==> config.mk <==
export PLATFORM = sky130hd
export DESIGN_NAME = pool_stream_tx
export DESIGN_NICKNAME = d
export VERILOG_FILES = /design/src/rtl/pool_stream_tx.sv
export SDC_FILE = /design/constraint.sdc
export NUM_CORES = 1
export LEC_CHECK = 0
export ABC_AREA = 1
export BUFFER_PORTS_ARGS = -buffer_cell sky130_fd_sc_hd__buf_2
export CAP_MARGIN = 15
export CORE_MARGIN = 1
export CORE_UTILIZATION = 59
export CTS_CLUSTER_DIAMETER = 50
export CTS_CLUSTER_SIZE = 10
export DETAILED_ROUTE_END_ITERATION = 8
export PLACE_DENSITY = 0.82
export SYNTH_ARGS = -nofsm -noshare
export SYNTH_HDL_FRONTEND = slang
export SYNTH_SLANG_ARGS = --single-unit
==> constraint.sdc <==
create_clock -name clk -period 4.25 [get_ports clk]
set_input_delay 0.6375 -clock clk [delete_from_list [all_inputs] [get_ports clk]]
set_output_delay 0.6375 -clock clk [all_outputs]
set_load 0.05 [all_outputs]
==> src/rtl/pool_stream_tx.sv <==
// Pooling-stream transmitter: takes GROUP pixels per handshake and streams them
// one per clk to the pooling receiver, strobing its capture enable on the last pixel.

module pool_stream_tx_lane #(
  parameter int PIXEL_W = 8
) (
  input  logic               clk,
  input  logic               rst_n,
  input  logic               act_ld,
  input  logic               act_sh,
  input  logic               pend_we,
  input  logic [PIXEL_W-1:0] ld_d,
  input  logic [PIXEL_W-1:0] sh_d,
  input  logic [PIXEL_W-1:0] pend_d,
  output logic [PIXEL_W-1:0] act_q,
  output logic [PIXEL_W-1:0] pend_q
);
  always_ff @(posedge clk) begin
    if (!rst_n) begin
      act_q  <= '0;
      pend_q <= '0;
    end else begin
      if (act_ld)      act_q <= ld_d;
      else if (act_sh) act_q <= sh_d;
      if (pend_we)     pend_q <= pend_d;
    end
  end
endmodule

module pool_stream_tx #(
  parameter int PIXEL_W = 8,
  parameter int GROUP   = 4,
  parameter int CNT_W   = 16
) (
  input  logic                     clk,
  input  logic                     rst_n,
  input  logic                     in_valid,
  output logic                     in_ready,
  input  logic [GROUP*PIXEL_W-1:0] in_pixels,
  output logic [PIXEL_W-1:0]       out_pixel,
  output logic                     out_en,
  output logic                     busy,
  output logic [CNT_W-1:0]         group_count
);
  localparam int IDX_W = $clog2(GROUP);
  localparam logic [IDX_W-1:0] LAST     = IDX_W'(GROUP - 1);
  localparam logic [IDX_W-1:0] PRE_LAST = IDX_W'(GROUP - 2);

  typedef enum logic {IDLE, SEND} state_t;

  state_t                          state;
  logic [IDX_W-1:0]                idx;
  logic                            pend_vld;
  logic                            accept, last, from_pend;
  logic                            act_ld, act_sh, pend_we;
  logic [GROUP-1:0][PIXEL_W-1:0]   pix_in, src, act_q, pend_q, ld_d, sh_d;

  assign pix_in    = in_pixels;
  assign in_ready  = !pend_vld;
  assign accept    = in_valid && in_ready;
  assign last      = (state == SEND) && (idx == LAST);
  assign from_pend = last && pend_vld;
  assign src       = from_pend ? pend_q : pix_in;
  assign busy      = (state == SEND) || pend_vld;

  // Pixel 0 goes straight to out_pixel on load, so the active buffer holds
  // pixels 1..GROUP-1 pre-shifted and every later cycle just pops lane 0.
  assign act_ld  = ((state == IDLE) && accept) || (last && (pend_vld || accept));
  assign act_sh  = (state == SEND) && !last;
  assign pend_we = accept && (state == SEND) && (!last || pend_vld);

  for (genvar k = 0; k < GROUP; k++) begin : g_lane
    if (k == GROUP - 1) begin : g_top
      assign ld_d[k] = '0;
      assign sh_d[k] = '0;
    end else begin : g_mid
      assign ld_d[k] = src[k+1];
      assign sh_d[k] = act_q[k+1];
    end

    pool_stream_tx_lane #(.PIXEL_W(PIXEL_W)) u_lane (
      .clk    (clk),
      .rst_n  (rst_n),
      .act_ld (act_ld),
      .act_sh (act_sh),
      .pend_we(pend_we),
      .ld_d   (ld_d[k]),
      .sh_d   (sh_d[k]),
      .pend_d (pix_in[k]),
      .act_q  (act_q[k]),
      .pend_q (pend_q[k])
    );
  end

  always_ff @(posedge clk) begin
    if (!rst_n) begin
      state       <= IDLE;
      idx         <= '0;
      pend_vld    <= 1'b0;
      out_pixel   <= '0;
      out_en      <= 1'b0;
      group_count <= '0;
    end else begin
      case (state)
        IDLE: begin
          if (accept) begin
            state     <= SEND;
            idx       <= '0;
            out_pixel <= src[0];
            out_en    <= 1'b0;
          end
        end
        SEND: begin
          if (!last) begin
            idx       <= idx + 1'b1;
            out_pixel <= act_q[0];
            out_en    <= (idx == PRE_LAST);
            if (accept) pend_vld <= 1'b1;
          end else begin
            group_count <= group_count + 1'b1;
            out_en      <= 1'b0;
            idx         <= '0;
            // pending (or a same-edge accept) continues with no gap
            if (pend_vld || accept) begin
              out_pixel <= src[0];
              pend_vld  <= 1'b0;
            end else begin
              state     <= IDLE;
              out_pixel <= '0;
            end
          end
        end
        default: state <= IDLE;
      endcase
    end
  end
endmodule
==> results by group, run 1 <==
Logic synthesis
  • Synthesized cell area: 0.00409 sq mm
  • Simple-gate share of the synthesized area: between 20% and 30%
  • Adder-cell share of the synthesized area: 0.917%
  • Top_reg_cell synth: dfxtp_1
  • Yosys cell types: 29
  • Commonest cells in the netlist: 151 x nand2_1, 85 x dfxtp_1, 78 x inv_1
  • Flops & latches, synth: 85
  • Complex-gate fraction of the synthesized area: 15.6%
  • Synth Instances: 604
  • Mapped Nets: 642
  • Synth Area in XOR/XNOR: 0.214%
  • Largest family of logic cells by synthesized area: simple AND/OR/NAND/NOR gates
  • Ys async rst share: 0%
  • Cell taking the most area after synthesis: dfxtp_1
  • Yosys Warn Count: 0
  • Area contributors post-synth: dfxtp_1 42%, nand2_1 14%, o21ai_0 7.5%
  • Share of the synthesized area in the top cell type: 41.6%
  • Syn Area/Cell: 6.77 sq um
  • Mux cell area share after synthesis: 0%
  • Post-synth EDFFs: 0
  • Sequential area share after synthesis: 41.6%
  • Count leader, synth: nand2_1

CTS
  • CTS tree: built
  • Post-CTS Setup Inserts: 0
  • CTS root buffer: clkbuf_8
  • Num CTS Buffers: 9
  • Largest buffer count on any clock path: 2
  • Hold Buf Count CTS: 0
  • CTS H-tree depth: 3
  • Clock Sinks: 85
  • Worst-skew pair later-pin latency: 0.35 ns
  • Worst-path clk slew: 0.09 ns
  • Cts repair resizes: 0

Placed design
  • Placed insts: between 700 and 800
  • GPL Wtd Cong: 0.856
  • Post-DP Area: ~0.0043 sq mm
  • DP HPWL: 6140 microns
  • PortBufs: 61

Detailed routing
  • Antenna viol nets, final: 0
  • Routed len/inst: ~12 microns
  • DRC Markers: 0
  • Final WL: around 8900 microns
  • Pre-antenna DRT Iters: 5
  • Avg Vias per Cell: 5.23
  • Initial detailed-routing violation count: 203
  • Vias: 3816

STA
  • Setup TNS: 0 ns
  • RSZ-0062 raised after global routing: no
  • Final Hold Violating Endpoints: 0
  • Worst-margin pin slew: 0.613 ns
  • Hold Slack: 0.453 ns
  • Fmax: 446 MHz
  • Pins Over Slew Limit: 0
  • Rel. slew slack: 58.9%
  • Final Cycle Share: between 50% and 60%
  • Final setup fails: 0
  • Post-route minimum period: 2.24 ns
  • Clk_skew: 0.00756 ns

Power and ir drop
  • Pwr/cell area: 394 mW/mm^2
  • Peak VDD IR: 338 uV
  • Pwr Total: 1.78 mW
  • Static Leak: about 2.1 nW

Worst hold path
  • Hold Path Class: register to register

GRT
  • Gr ovfl total: 0
  • GRT Resource Usage Total: approximately a quarter
  • First-pass GRT wire length: 15200 microns
  • Initial antenna violation count: 0
  • Largest net degree at the start of global routing: 45
  • Vias in the first global route: 3475

Floorplan
  • FP Rows: 29
  • # IOs: 62
  • Initial Utilization: 62.6%
  • Die X: roughly 85 microns
  • Core area: 0.00653 sq mm
  • Die height: approximately 85 microns
  • Die area: 0.00727 sq mm

Layout
  • Design area: 0.00453 sq mm
  • Area of the multi-input gates: roughly 0.0019 sq mm
  • Antenna cells: 0
  • Register area: 0.00170 sq mm
  • # fillers: 591
  • Share of post-route cells with drive strength above 1: approximately 15%
  • Non-filler cells, final: between 700 and 800
  • Synth-to-Final Area Change: 10.6%
  • Layout Nets: between 600 and 700

Status
  • Status: finished, final reports clean

Critical path
  • Type of origin of the critical path: register
  • CP Capture Type: register
  • Worst setup path class: register to register
  • Critical Path AT: approximately 2.5 ns
  • Data required time of the worst path: 4.53 ns
  • Crit Path Max Fanout: 39

Flow run
  • Max-Cap Viols: 0
cell usage in the layout, fill, tap and decap left out, types with 2 or more instances in the layout:
cell        n
clkinv_2    4
nor3_1      4
dfxtp_1    85
nor2_1     68
nand2_2     2
nand2_4     5
o21ai_0    61
inv_2       5
a21oi_1    49
buf_2      61
nand3_2     2
inv_1      78
nand4_1     5
ha_1        3
nand2_1   151
clkbuf_8   10
o211ai_1    8
nand3_1    39
metal layers:
layer	up-vias	GRT usage, %	share of wire [%]
met5	-	0	0
met4	0	11.4	1.4
met3	12	3.60	4.7
met2	104	44.5	48
met1	1713	33.3	46
li1	1987	-	-
stage by stage:
stage	setup WS, ns	util, %
after CTS	2.01	69.3
after detailed placement	2.05	66.2
after global placement	2.15	66.2
final	2.01	69.3
after global routing	1.72	69.3
after floorplan	2.60	-
state kept, by name (all words and copies together) (netlist names):
register	count
out_pixel	8
g_lane.u_lane.act_q	24
pend_vld	1
group_count	16
state	1
g_lane.u_lane.pend_q	32
idx	2
out_en	1
area by class of cell:
class	instances	area share, %
sequential	85	37.6
multi-input combinational	405	41.8
inverter	85	7.13
clock buffer	10	3.04
tap	77	2.13
clock inverter	6	1.35
timing repair buffer	62	6.91
final timing paths:
check | start | to | slack, ns | depth (start not counted)
worst max-delay path | idx[0] | g_lane[2].u_lane.act_q[7] | 2.01 | 7
worst max register to register | idx[0] | g_lane[2].u_lane.act_q[7] | 2.01 | 7
worst min-delay path | g_lane[2].u_lane.pend_q[1] | g_lane[2].u_lane.pend_q[1] | 0.45 | 2
worst min register to register | g_lane[2].u_lane.pend_q[1] | g_lane[2].u_lane.pend_q[1] | 0.45 | 2
report_power, final:
group | leakage [nW] | internal, mW | switching (mW)
clock network | 0.102 | 0.287 | 0.294
registers | 0.696 | 0.860 | 0.0300
logic | 1.33 | 0.0973 | 0.216
total | 2.13 | 1.24 | 0.540
cell families (layout without fill, tap and decap cells):
| family | after synthesis | in the layout |
|---|---|---|
| and+or+nand+nor | 280 | 280 |
| adders and majority gates | 3 | 3 |
| buffers and inverters | 114 | 163 |
| xor gates and xnor gates | 1 | 1 |
| AOI/OAI and AO/OA | 121 | 121 |
| DFF | 85 | 85 |
worst max-delay path, stage by stage (launching register included):
cell and delay (ns):
dfxtp_1 0.38, ha_1 0.46, nand3_4 0.33, inv_2 0.56, nand2_1 0.12, nand2_1 0.09
nand2_1 0.05, a21oi_1 0.18
Note: power is estimated with default switching activity, not from simulation.
==> run 2: changes to the inputs <==
CORE_UTILIZATION = 57   (was 59)
PLACE_DENSITY = 0.8   (was 0.82)
clock period = 2.1 ns   (was 4.25 ns; I/O delays follow)
==> results by group, run 2 (same netlist as run 1, synthesis figures left out) <==
Placed design
  • DP HPWL: 6450 microns (+5.1%)
  • PortBufs: 61 (unchanged)
  • Placed insts: 741 (+3.8%)
  • GPL Wtd Cong: 0.847 (-1.1%)

Critical path
  • Worst path cell trace: ha_1, buf_4, nand3_4, inv_2, buf_12, nand2_1, nand2_1, nand2_1, a21oi_1
  • Critical-path top delay cell: dfxtp_1
  • Critical Path Stages: 9 (+2)
  • Data required time of the worst path: 2.38 ns (-2.15 ns)
  • CP top delay family: buffers and inverters
  • Crit Path Max Fanout: 25 (-36%)
  • Most used cell, CP: nand2_1
  • FF-to-FF Start: idx[0]
  • CP Capture Type: register
  • Worst setup path class: register to register
  • CP max stage delay: 0.38 ns (-0.18 ns)
  • Reg-to-Reg End: g_lane[2].u_lane.act_q[7]
  • Register-to-register setup slack: 0.25 ns (-1.76 ns)
  • Type of origin of the critical path: register
  • Critical Path AT: 2.13 ns (-0.39 ns)
  • Buf+Inv Stages, Crit Path: 3 (+2)
  • Reg2Reg Depth: 9 (+2)

Layout
  • Layout Nets: 694 (+1.2%)
  • Non-filler cells, final: 757 (+3.7%)
  • Regs by FF count: g_lane.u_lane.pend_q: 32 flops, g_lane.u_lane.act_q: 24 flops, group_count: 16 flops
  • Area of the multi-input gates: 0.00189 sq mm (unchanged)
  • Reg with most FFs: g_lane.u_lane.pend_q
  • Max reg flops: 32 (unchanged)
  • Most common cell after layout, fill and taps aside: nand2_1
  • Register area: 0.00170 sq mm (unchanged)
  • Most frequent cells in the layout: 151 x nand2_1, 85 x dfxtp_1, 78 x inv_1
  • Synth-to-Final Area Change: 13.6%
  • # fillers: 633 (+7.1%)
  • Antenna cells: 0 (unchanged)
  • Share of post-route cells with drive strength above 1: 16.2% (+1.0 points)

CTS
  • CTS H-tree depth: 3 (unchanged)
  • CTS tree: built
  • Hold Buf Count CTS: 0 (unchanged)
  • Worst-skew pair later-pin latency: 0.36 ns (about the same)
  • CTS root buffer: clkbuf_8
  • Clock Sinks: 85 (unchanged)
  • Num CTS Buffers: 9 (unchanged)
  • Post-CTS Setup Inserts: 0 (unchanged)
  • Cts repair resizes: 0 (unchanged)
  • Worst-path clk slew: 0.08 ns (about the same)
  • Largest buffer count on any clock path: 2 (unchanged)

Detailed routing
  • Vias: 3827 (+0.29%)
  • Routed len/inst: 12.0 microns (-1.4%)
  • Initial detailed-routing violation count: 185 (-8.9%)
  • Final WL: 9080 microns (+2.3%)
  • DRC Markers: 0 (unchanged)
  • Antenna viol nets, final: 0 (unchanged)
  • Pre-antenna DRT Iters: 5 (unchanged)
  • Avg Vias per Cell: 5.06 (-3.3%)

STA
  • Final Hold Violating Endpoints: 0 (unchanged)
  • Clk_skew: 0.00722 ns (-0.000341 ns)
  • Pins Over Slew Limit: 0 (unchanged)
  • RSZ-0062 raised after global routing: no
  • Rel. slew slack: 62.8% (+3.9 points)
  • Fmax: 541 MHz (+21%)
  • Worst-margin pin slew: 0.558 ns (-0.0547 ns)
  • Final setup fails: 0 (unchanged)
  • Final Cycle Share: 88.1% (+35 points)
  • Post-route minimum period: 1.85 ns (-0.394 ns)
  • Setup TNS: 0 ns (unchanged)

GRT
  • Gr ovfl total: 0 (unchanged)
  • Vias in the first global route: 3433 (-1.2%)
  • GRT Resource Usage Total: 25.9% (-0.29 points)
  • Initial antenna violation count: 0 (unchanged)
  • Largest net degree at the start of global routing: 38 (-16%)
  • First-pass GRT wire length: 15200 microns (-0.32%)

Floorplan
  • Die X: 86.7 microns (+1.7%)
  • Die height: 86.7 microns (+1.7%)
  • Die area: 0.00752 sq mm (+3.4%)
  • Initial Utilization: 59.6% (-3.1 points)
  • FP Rows: 30 (+3.4%)
  • # IOs: 62 (unchanged)
  • Core area: 0.00687 sq mm (+5.2%)

Worst hold path
  • Worst Hold Launch: in_pixels[29]
  • Worst Hold End: g_lane[3].u_lane.pend_q[5]
  • Hold Path Stages: 3 (+1)
  • Hold Path Class: input port to register

Status
  • Status: finished, final reports clean

Flow run
  • Max-Cap Viols: 0 (unchanged)

Power and ir drop
  • Pwr/cell area: 806 mW/mm^2 (+100%)
  • Static Leak: 2.18 nW (+2.4%)
  • Peak VDD IR: 607 uV (+80%)
==> run 2: power breakdown <==
group	leakage, nW	internal [mW]	switching (mW)
registers	0.696	1.74	0.0633
logic	1.37	0.209	0.442
clock network	0.112	0.700	0.592
==> run 2: per-layer routing <==
layer	wire, microns	share of wire [%]	up-vias	track usage [%]
met4	150	1.7	0	8.33
met5	0	0	-	0
met1	4200	46	1714	32.9
met2	4310	47	92	43.9
li1	-	-	2003	-
met3	412	4.5	18	5.43
==> run 2: worst max path at each step <==
stage	startpoint	endpoint	slack (ns)
after floorplan	pend_vld	g_lane[1].u_lane.act_q[6]	0.45
after global placement	idx[0]	group_count[10]	0.33
after detailed placement	idx[0]	g_lane[2].u_lane.act_q[4]	0.28
after CTS	idx[0]	g_lane[2].u_lane.act_q[7]	0.26
after global routing	idx[0]	group_count[10]	0.03
final	idx[0]	g_lane[2].u_lane.act_q[7]	0.25
==> run 2: through the flow <==
| step | total power [mW] | worst slack (ns) | instance area [sq um] | util, % | hold WS [ns] |
|---|---|---|---|---|---|
| after floorplan | 2.34 | 0.451 | 4090 | - | 0.425 |
| after global placement | 2.47 | 0.335 | 4420 | 64.4 | 0.435 |
| after detailed placement | 2.49 | 0.276 | 4420 | 64.4 | 0.444 |
| after CTS | 3.77 | 0.257 | 4650 | 67.7 | 0.194 |
| after global routing | 3.93 | 0.0253 | 4650 | 67.7 | 0.195 |
| final | 3.75 | 0.250 | 4650 | 67.7 | 0.206 |
==> run 2: worst register-to-register path: cells and delay by family, from the launching register on <==
family	cells	cell delay (ns)
adder cells (fa/ha/maj)	1	0.34
AND/OR/NAND/NOR	4	0.29
buffers and inverters	3	0.62
flip-flops	1	0.38
AO/OA/AOI/OAI	1	0.14
==> run 2: area by class of cell <==
class                           instances  share of cell area (%)
Clock inverter                          6                    1.86
Timing Repair Buffer                   70                    8.29
Inverter                               85                    6.95
Sequential cell                        85                    36.6
Clock buffer                           10                    2.96
Multi-Input combinational cell        405                    40.7
Tap cell                               96                    2.58
==> run 3: changes to the inputs <==
ABC_AREA = default   (was 1)
CORE_UTILIZATION = 56   (was 57)
==> results by group, run 3 <==
Power and ir drop
  • Peak VDD IR: 447 uV (-26%)
  • Pwr Total: 3.28 mW (-13%)
  • Static Leak: 1.68 nW (-23%)
  • Pwr/cell area: 769 mW/mm^2 (-4.6%)

CTS
  • Largest buffer count on any clock path: 2 (unchanged)
  • CTS H-tree depth: 3 (unchanged)
  • Worst-skew pair later-pin latency: 0.35 ns (about the same)
  • Post-CTS Setup Inserts: 0 (unchanged)
  • CTS root buffer: clkbuf_8
  • Num CTS Buffers: 9 (unchanged)
  • Clock Sinks: 85 (unchanged)
  • Worst-path clk slew: 0.08 ns (about the same)
  • CTS tree: built

STA
  • Setup ws final: 0.196 ns (-0.0549 ns)
  • Rel. slew slack: 52.6% (-10 points)
  • Clk_skew: 0.0125 ns (+0.00528 ns)
  • Setup TNS: 0 ns (unchanged)
  • RSZ-0062 raised after global routing: no
  • Final setup fails: 0 (unchanged)
  • Final Cycle Share: 90.7% (+2.6 points)
  • Pins Over Slew Limit: 0 (unchanged)
  • Fmax: 525 MHz (-2.9%)
  • Post-route minimum period: 1.90 ns (+0.0549 ns)
  • Final Hold Violating Endpoints: 0 (unchanged)
  • Worst-margin pin slew: 0.710 ns (+0.152 ns)

Logic synthesis
  • Synth Instances: 465 (-23%)
  • Area contributors post-synth: dfxtp_1 46%, nand2_1 11%, a21oi_1 7.4%
  • Synthesized cell area: 0.00366 sq mm (-10%)
  • Sequential area share after synthesis: 46.4% (+4.9 points)
  • Yosys Warn Count: 0 (unchanged)
  • Simple-gate share of the synthesized area: 24.9% (-4.6 points)
  • Commonest cells in the netlist: 105 x nand2_1, 85 x dfxtp_1, 54 x a21oi_1
  • Post-synth EDFFs: 0 (unchanged)
  • Count leader, synth: nand2_1
  • Top_reg_cell synth: dfxtp_1
  • Ys async rst share: 0% (unchanged)
  • Share of the synthesized area in the top cell type: 46.4% (+4.9 points)
  • Cell taking the most area after synthesis: dfxtp_1
  • Yosys cell types: 33 (+14%)
  • Complex-gate fraction of the synthesized area: 19.5% (+3.8 points)
  • Mux cell area share after synthesis: 0.273% (+0.27 points)
  • Mapped Nets: 503 (-22%)
  • Adder-cell share of the synthesized area: 1.02% (+0.11 points)
  • Largest family of logic cells by synthesized area: simple AND/OR/NAND/NOR gates
  • Synth Area in XOR/XNOR: 2.87% (+2.7 points)
  • Flops & latches, synth: 85 (unchanged)
  • Syn Area/Cell: 7.88 sq um (+16%)

Floorplan
  • Die area: 0.00687 sq mm (-8.7%)
  • Die height: 82.9 microns (-4.4%)
  • Core area: 0.00635 sq mm (-7.6%)
  • # IOs: 62 (unchanged)
  • FP Rows: 29 (-3.3%)
  • Die X: 82.9 microns (-4.4%)
  • Initial Utilization: 57.7% (-1.9 points)

Detailed routing
  • Routed len/inst: 15.1 microns (+26%)
  • DRC Markers: 0 (unchanged)
  • Initial detailed-routing violation count: 397 (+110%)
  • Final WL: 9070 microns (-0.11%)
  • Pre-antenna DRT Iters: 7 (+2)
  • Vias: 3590 (-6.2%)
  • Antenna viol nets, final: 0 (unchanged)
  • Avg Vias per Cell: 5.97 (+18%)

Layout
  • Share of post-route cells with drive strength above 1: 19.5% (+3.3 points)
  • Reg with most FFs: g_lane.u_lane.pend_q
  • Most frequent cells in the layout: 105 x nand2_1, 85 x dfxtp_1, 61 x buf_2
  • Max reg flops: 32 (unchanged)
  • Most common cell after layout, fill and taps aside: nand2_1
  • Regs by FF count: g_lane.u_lane.pend_q: 32 flops, g_lane.u_lane.act_q: 24 flops, group_count: 16 flops
  • # fillers: 539 (-15%)
  • Synth-to-Final Area Change: 16.3%
  • Antenna cells: 0 (unchanged)
  • Layout Nets: 558 (-20%)

Critical path
  • Most used cell, CP: buf_4
  • Critical-path top delay cell: buf_4
  • CP Capture Type: register
  • Crit Path Max Fanout: 34 (+36%)
  • Critical Path AT: 2.18 ns (+0.05 ns)
  • CP max stage delay: 0.37 ns (about the same)
  • Type of origin of the critical path: register
  • Data required time of the worst path: 2.38 ns (about the same)
  • Worst path cell trace: ha_1, buf_4, nand2b_1, a21oi_2, buf_4, a222oi_1, nor2_1
  • Worst setup path class: register to register
  • Reg2Reg Depth: 7 (-2)

Placed design
  • Pre-CTS WS: 0.0719 ns (-0.204 ns)
  • DP HPWL: 6120 microns (-5.1%)
  • PortBufs: 61 (unchanged)
  • GPL Wtd Cong: 0.870 (+2.8%)

GRT
  • Initial antenna violation count: 0 (unchanged)
  • First-pass GRT wire length: 15000 microns (-1.0%)
  • Largest net degree at the start of global routing: 50 (+32%)
  • Vias in the first global route: 3310 (-3.6%)
  • GRT Resource Usage Total: 26.9% (+1.0 points)
  • Gr ovfl total: 0 (unchanged)

Worst hold path
  • Hold Path Stages: 3 (unchanged)
  • Hold Path Class: input port to register

Flow run
  • Max-Cap Viols: 0 (unchanged)

Status
  • Status: finished, final reports clean
## run 3: cell types whose count changed in the layout (fill, tap and decap cells not counted), moves of 7 or more
cell,previous run,this run
nor3_1,4,12
nor2_1,68,35
o21ai_0,61,26
a221oi_1,0,7
a211o_1,0,9
nand3b_1,0,10
nand3_1,39,15
xor2_1,1,8
a222oi_1,0,16
o211ai_1,8,0
nand2_1,151,105
inv_1,78,12
buf_4,8,17
## run 3: power by group
part | leakage (nW) | switching [mW] | internal (mW) | total, mW
Combinational | 0.887 | 0.319 | 0.170 | 0.489
Sequential | 0.694 | 0.0426 | 1.69 | 1.74
Clock | 0.0949 | 0.566 | 0.484 | 1.05
## run 3: cells by family (layout without fill, tap and decap cells)
| group | after synthesis | after routing |
|---|---|---|
| multiplexers | 1 | 1 |
| adder cells (fa/ha/maj) | 3 | 3 |
| flip-flops | 85 | 85 |
| AND/OR/NAND/NOR | 202 | 202 |
| XOR/XNOR | 12 | 12 |
| buffers and inverters | 48 | 107 |
| AO/OA/AOI/OAI | 114 | 114 |
## run 3: metal layers
layer | part of all wire (%) | up-vias | routed length (microns) | GRT usage [%]
li1 | - | 1729 | - | -
met1 | 42 | 1688 | 3840 | 33.6
met2 | 48 | 149 | 4370 | 43.8
met3 | 6.4 | 24 | 578 | 5.07
met4 | 3.1 | 0 | 281 | 14.7
met5 | 0 | - | 0 | 0
## run 3: worst max-delay path, delay by kind of cell (launching register included)
family          cells  cell delay (ns)
buf+inv             2             0.61
flops               1             0.36
compound gates      2             0.29
fa+ha+maj           1             0.29
simple gates        2             0.27
## run 3: final timing paths
kind	startpoint	endpoint	slack, ns
max	idx[1]	g_lane[2].u_lane.act_q[0]	0.20
min	in_pixels[7]	g_lane[0].u_lane.pend_q[7]	0.20
max reg2reg	idx[1]	g_lane[2].u_lane.act_q[0]	0.20
min reg2reg	g_lane[1].u_lane.act_q[7]	g_lane[1].u_lane.act_q[7]	0.45
## run 3: layout make-up
type | instances | area [sq um] | area share [%]
multi-input cells | 332 | 1780 | 41.9
clock buffers | 11 | 151 | 3.55
repair buffers | 79 | 453 | 10.6
clock inverters | 4 | 23.8 | 0.558
flip-flops and latches | 85 | 1700 | 40.0
inverters | 13 | 48.8 | 1.15
well taps | 77 | 96.3 | 2.26
## run 3: repair_timing
| item | 4_1_cts | 5_1_grt |
|---|---|---|
| gates resized for setup | 0 | 1 |
| hold buffers | 0 | 0 |
| setup endpoints to repair | 0 | 16 |
## run 3: per-stage QoR
| stage | area (sq um) | std cells | utilization (%) | hold slack, ns |
|---|---|---|---|---|
| floorplan | 3660 | 465 | - | 0.431 |
| global placement | 4080 | 586 | 64.3 | 0.438 |
| detailed placement | 4080 | 586 | 64.3 | 0.445 |
| CTS | 4260 | 601 | 67.0 | 0.195 |
| global route | 4260 | 601 | 67.1 | 0.206 |
| finish | 4260 | 601 | 67.1 | 0.205 |
